**src/rtl/cpu_ctrl_pkg.sv**
```systemverilog
// Shared constants for the Number_Cruncher run/step controller: FSM encoding and
// opcode field positions.
package cpu_ctrl_pkg;

  localparam logic [1:0] ST_STOP = 2'd0;
  localparam logic [1:0] ST_RUN  = 2'd1;
  localparam logic [1:0] ST_STEP = 2'd2;
  localparam logic [1:0] ST_HALT = 2'd3;

  localparam int unsigned OP_J       = 7;
  localparam int unsigned OP_C       = 6;
  localparam int unsigned OP_TGT_MSB = 2;
  localparam int unsigned OP_TGT_LSB = 0;

  // Unconditional jump whose target is the current PC: the program has parked itself.
  function automatic logic is_self_jump(input logic [7:0] op, input logic [3:0] pc);
    return op[OP_J] && ({1'b0, op[OP_TGT_MSB:OP_TGT_LSB]} == pc);
  endfunction

endpackage

```
**src/rtl/edge_detect.sv**
```systemverilog
// Rising-edge detector for an already-synchronised button level.
module edge_detect (
  input  logic clk,
  input  logic reset_n,
  input  logic level,
  output logic rise
);

  logic r_prev;

  always_ff @(posedge clk or negedge reset_n) begin
    if (!reset_n) begin
      r_prev <= 1'b0;
    end else begin
      r_prev <= level;
    end
  end

  assign rise = level & ~r_prev;

endmodule

```
**src/rtl/run_step_controller.sv**
```systemverilog
// Run/step/halt sequencer producing a registered one-cycle instruction enable for the
// Number_Cruncher core, plus a retired-instruction counter.
module run_step_controller
  import cpu_ctrl_pkg::*;
#(
  parameter int unsigned PRESCALE = 25000000,
  parameter int unsigned CNT_W    = 8
) (
  input  logic             clk,
  input  logic             reset_n,
  input  logic             btn_run,
  input  logic             btn_step,
  input  logic             btn_stop,
  input  logic [3:0]       pc,
  input  logic [7:0]       op_code,
  input  logic             bp_en,
  input  logic [3:0]       bp_addr,
  output logic             cpu_en,
  output logic [1:0]       state,
  output logic             halted,
  output logic [CNT_W-1:0] instr_count
);

  localparam int unsigned PS_W = (PRESCALE > 1) ? $clog2(PRESCALE) : 1;

  logic             w_run_rise;
  logic             w_step_rise;
  logic             w_stop_rise;
  logic             w_issue;
  logic             w_unused_op;

  logic [1:0]       r_state,   w_state_d;
  logic             r_cpu_en,  w_cpu_en_d;
  logic [PS_W-1:0]  r_presc,   w_presc_d;
  logic             r_skip_bp, w_skip_bp_d;
  logic [CNT_W-1:0] r_count;

  edge_detect u_run_edge (
    .clk     (clk),
    .reset_n (reset_n),
    .level   (btn_run),
    .rise    (w_run_rise)
  );

  edge_detect u_step_edge (
    .clk     (clk),
    .reset_n (reset_n),
    .level   (btn_step),
    .rise    (w_step_rise)
  );

  edge_detect u_stop_edge (
    .clk     (clk),
    .reset_n (reset_n),
    .level   (btn_stop),
    .rise    (w_stop_rise)
  );

  // Conditional-jump and data bits play no part in sequencing decisions.
  assign w_unused_op = ^op_code[6:3];

  assign w_issue = (r_presc == PS_W'(PRESCALE - 1));

  always_comb begin
    w_state_d   = r_state;
    w_cpu_en_d  = 1'b0;
    w_presc_d   = r_presc;
    w_skip_bp_d = r_skip_bp;
    unique case (r_state)
      ST_STOP: begin
        if (w_stop_rise) begin
          w_state_d = ST_STOP;
        end else if (w_run_rise) begin
          w_state_d   = ST_RUN;
          w_presc_d   = '0;
          w_skip_bp_d = 1'b1;
        end else if (w_step_rise) begin
          w_state_d  = ST_STEP;
          w_cpu_en_d = 1'b1;
        end
      end
      ST_STEP: begin
        w_state_d = ST_STOP;
      end
      ST_RUN: begin
        w_presc_d = w_issue ? '0 : r_presc + PS_W'(1);
        if (w_stop_rise) begin
          w_state_d = ST_STOP;
        end else if (w_issue) begin
          if (bp_en && (pc == bp_addr) && !r_skip_bp) begin
            w_state_d = ST_STOP;
          end else if (is_self_jump(op_code, pc)) begin
            w_state_d = ST_HALT;
          end else begin
            w_cpu_en_d  = 1'b1;
            w_skip_bp_d = 1'b0;
          end
        end
      end
      ST_HALT: begin
        if (w_stop_rise) begin
          w_state_d = ST_STOP;
        end
      end
      default: w_state_d = ST_STOP;
    endcase
  end

  always_ff @(posedge clk or negedge reset_n) begin
    if (!reset_n) begin
      r_state   <= ST_STOP;
      r_cpu_en  <= 1'b0;
      r_presc   <= '0;
      r_skip_bp <= 1'b0;
      r_count   <= '0;
    end else begin
      r_state   <= w_state_d;
      r_cpu_en  <= w_cpu_en_d;
      r_presc   <= w_presc_d;
      r_skip_bp <= w_skip_bp_d;
      if (r_cpu_en) begin
        r_count <= r_count + CNT_W'(1);
      end
    end
  end

  assign cpu_en      = r_cpu_en;
  assign state       = r_state;
  assign halted      = (r_state == ST_HALT);
  assign instr_count = r_count;

endmodule

```
**config.mk**
```make
export PLATFORM = sky130hd
export DESIGN_NAME = run_step_controller
export DESIGN_NICKNAME = d
export VERILOG_FILES = /design/src/rtl/cpu_ctrl_pkg.sv /design/src/rtl/edge_detect.sv /design/src/rtl/run_step_controller.sv
export SDC_FILE = /design/constraint.sdc
export NUM_CORES = 1
export LEC_CHECK = 0
export CAP_MARGIN = 20
export CORE_MARGIN = 2
export CORE_UTILIZATION = 41
export DETAILED_ROUTE_END_ITERATION = 12
export GPL_TIMING_DRIVEN = 0
export HOLD_SLACK_MARGIN = 0.02
export REMOVE_ABC_BUFFERS = 1
export SLEW_MARGIN = 20
export SYNTH_ARGS = -nofsm -noshare
export SYNTH_HDL_FRONTEND = slang
export SYNTH_HIERARCHICAL = 1
export SYNTH_SLANG_ARGS = --single-unit
export TNS_END_PERCENT = 30
```
**constraint.sdc**
```tcl
create_clock -name clk -period 2.6 [get_ports clk]
set_input_delay 0.52 -clock clk [delete_from_list [all_inputs] [get_ports clk]]
set_output_delay 0.52 -clock clk [all_outputs]
set_load 0.03 [all_outputs]
```
==> impl_metrics.tcl <==
set metrics [dict create \
    yosysUniqueCellTypes 41 \
    p_clk_share_pct 24.8 \
    async_reset_ff_share_pct 100 \
    drc 0 \
    post_cts_resized 0 \
    drive_gt1_share_pct 9.35 \
    reg2regPathDepth 5 \
    cts_made_buffers 5 \
    critPathMaxFanout 18 \
    fin_util_pct 51.3 \
    regArea_sq_mm 0.00100 \
    clock_latency_ps 290 \
    gp_congestion 0.729 \
    routedWlPerCell_microns 13.8 \
    tightestPinTransition_ps 682 \
    drv_cap 0 \
    cts_root_buf "clkbuf_8" \
    io_pins 34 \
    ir_drop_mv 0.338 \
    grt_max_degree 23 \
    p_int_mw 1.18 \
    die_y_microns 76.2 \
    htreeDepth 2 \
    clock_path_buffers 2 \
    drt_iter0_markers 91 \
    viasPerCell 5.22 \
    grt.overflow.total 0 \
    netlist_area_sq_mm 0.00214 \
    routed_wl_mm 4.37 \
    status "completed" \
    holdWs_ps 191 \
    max_freq_mhz 404 \
    cts_tree "built" \
    firstDrtPassIters 4 \
    place_area_sq_mm 0.00250 \
    synth_edf_count 0 \
    yosys_warnings 6 \
    clock_sinks 40 \
    max_stage_delay_ps 540 \
    max_slew_margin_pct 54.3 \
    die_x_microns 76.2 \
    nNetsFinal 270 \
    cp-start-kind "flop" \
    period_minus_slack_ps 2480 \
    p_leak_nw 1.06 \
    core-area_sq_mm 0.00507 \
    critPathKind "flop to flop" \
    synth-seq-cells 40 \
    p_seq_share_pct 47.8 \
    crit_path_end_kind "flop" \
    ys.flop_type "dfrtp_1" \
    gr-usage-all-layers_pct 16.2 \
    fin_skew_ps 4.35 \
    cts_hold_buf 0 \
    pwr-share-comb_pct 27.4 \
    fill_cells 483 \
    n_antenna_cell 0 \
    power_mw 1.78 \
    yosysSeqAreaShare_pct 46.9 \
    slew_viol_final 0 \
    area_delta_synth_final_pct 21.9 \
    post_cts_buffers 0 \
    pwr_density_cell_mw_per_mm2 684 \
    dr_total_vias 1649 \
    hold_path.class "primary input to asynchronous set/reset pin" \
    grt_pass1_wl_mm 7.66 \
    io_buffers 29 \
    antenna_found_initial 0 \
    swShare_pct 33.8 \
    r2r_setup_slack_ps 120 \
    start_util_pct 42.1 \
    dp.final_hpwl_mm 3.11 \
    avgSynthCellArea_sq_um 9.98 \
    grt_pass1_vias 1610 \
    crit_path_top_delay_cell "or4b_1" \
    ant_nets 0 \
    final_area_sq_mm 0.00260 \
    syn_inst 214 \
    crit_chain "or4b_1 > or4_4 > o31a_2 > nor2_8 > nor2_1" \
    multi_input_area_sq_mm 0.00108 \
    period_share_pct 95.2 \
    row_count 26 \
    power_switching_mw 0.602 \
    critPathRequiredTime_ps 2770 \
    clk_pin_slew_ps 70 \
    finalSetupViolCount 0 \
    final_common_cell "dfrtp_1" \
    die_area_sq_mm 0.00580 \
    cp.arrival_ps 2650 \
    hold_viol 0 \
    rsz0062_at_grt "no" \
    layout_common_cells "40 x dfrtp_1, 28 x clkdlybuf4s50_1, 21 x nor2_1" \
]
==> registers in the layout (all words and copies together) (netlist names) <==
signal and count:
cpu_en 1, state 2, r_skip_bp 1, u_step_edge/r_prev 1, u_run_edge/r_prev 1, instr_count 8
r_presc 25, u_stop_edge/r_prev 1
==> power by group through the flow <==
stage / registers [mW] / logic [mW] / clock network [mW]
after floorplan: 0.905 / 0.245 / 0
after global placement: 0.860 / 0.473 / 0
after detailed placement: 0.861 / 0.494 / 0
after CTS: 0.850 / 0.495 / 0.463
after global routing: 0.872 / 0.538 / 0.491
final: 0.851 / 0.488 / 0.442
==> synth_stat cells (2+ instances only) <==
master	count	area share (%)
a31oi_1	7	2.1
xnor2_1	10	4.1
nand2_1	18	3.2
nor4_1	3	0.88
mux2_2	2	1.1
nor2b_4	3	1.9
buf_6	2	1.1
clkbuf_1	3	0.53
nand4_1	13	3.8
dfrtp_1	40	47
nor2_1	21	3.7
xor2_1	20	8.2
a41oi_1	3	1.2
o21ai_0	2	0.47
nand2b_1	4	1.2
a22o_1	3	1.2
ha_1	2	1.2
nand3_1	17	4.0
a21oi_1	6	1.4
nor3_1	6	1.4
inv_1	5	0.88
and3_1	5	1.5
==> critical path: cells and delay by family, from the launching register on <==
family          cells  cell delay (ps)
compound gates      1              510
flops               1              460
simple gates        4             1370
==> layer usage <==
metal / track usage [%] / vias up / wire, microns
met5: 0 / - / 0
met4: 4.36 / 0 / 28
met3: 3.67 / 5 / 134
met2: 26.2 / 24 / 2050
met1: 22.2 / 788 / 2160
li1: - / 832 / -
==> through the flow <==
| step | instances | setup TNS [ps] | setup slack, ps |
|---|---|---|---|
| 2_1_floorplan | 208 | 0 | 240 |
| 3_3_place_gp | 307 | -8910 | -529 |
| 3_5_place_dp | 309 | 0 | 14.7 |
| 4_1_cts | 316 | 0 | 1.62 |
| 5_1_grt | 316 | 0 | 4.12 |
| 6_report | 316 | 0 | 124 |
==> cell type report <==
type,instances,share of cell area (%)
Multi-Input combinational cell,163,41.4
Inverter,5,0.721
Tap cell,70,3.37
Timing Repair Buffer,31,12.3
Sequential cell,40,38.5
Clock buffer,7,3.70
==> cell families (layout without fill, tap and decap cells) <==
family | count (synthesis) | after routing | share of synthesized area (%)
adder cells (fa/ha/maj) | 2 | 2 | 1.17
XOR/XNOR | 30 | 30 | 12.3
multiplexers | 2 | 2 | 1.05
flip-flops | 40 | 40 | 46.9
AND/OR/NAND/NOR | 98 | 98 | 25.2
buffers and inverters | 11 | 43 | 3.16
AO/OA/AOI/OAI | 31 | 31 | 10.3
==> final timing paths <==
| check | start | end |
|---|---|---|
| min | reset_n | u_run_edge/r_prev |
| min reg2reg | instr_count[7] | instr_count[7] |
| min in group clk | instr_count[7] | instr_count[7] |
| max | r_presc[9] | r_presc[24] |
| max reg2reg | r_presc[9] | r_presc[24] |
| max in group asynchronous | reset_n | instr_count[7] |
(Power assumes the default switching activity.)
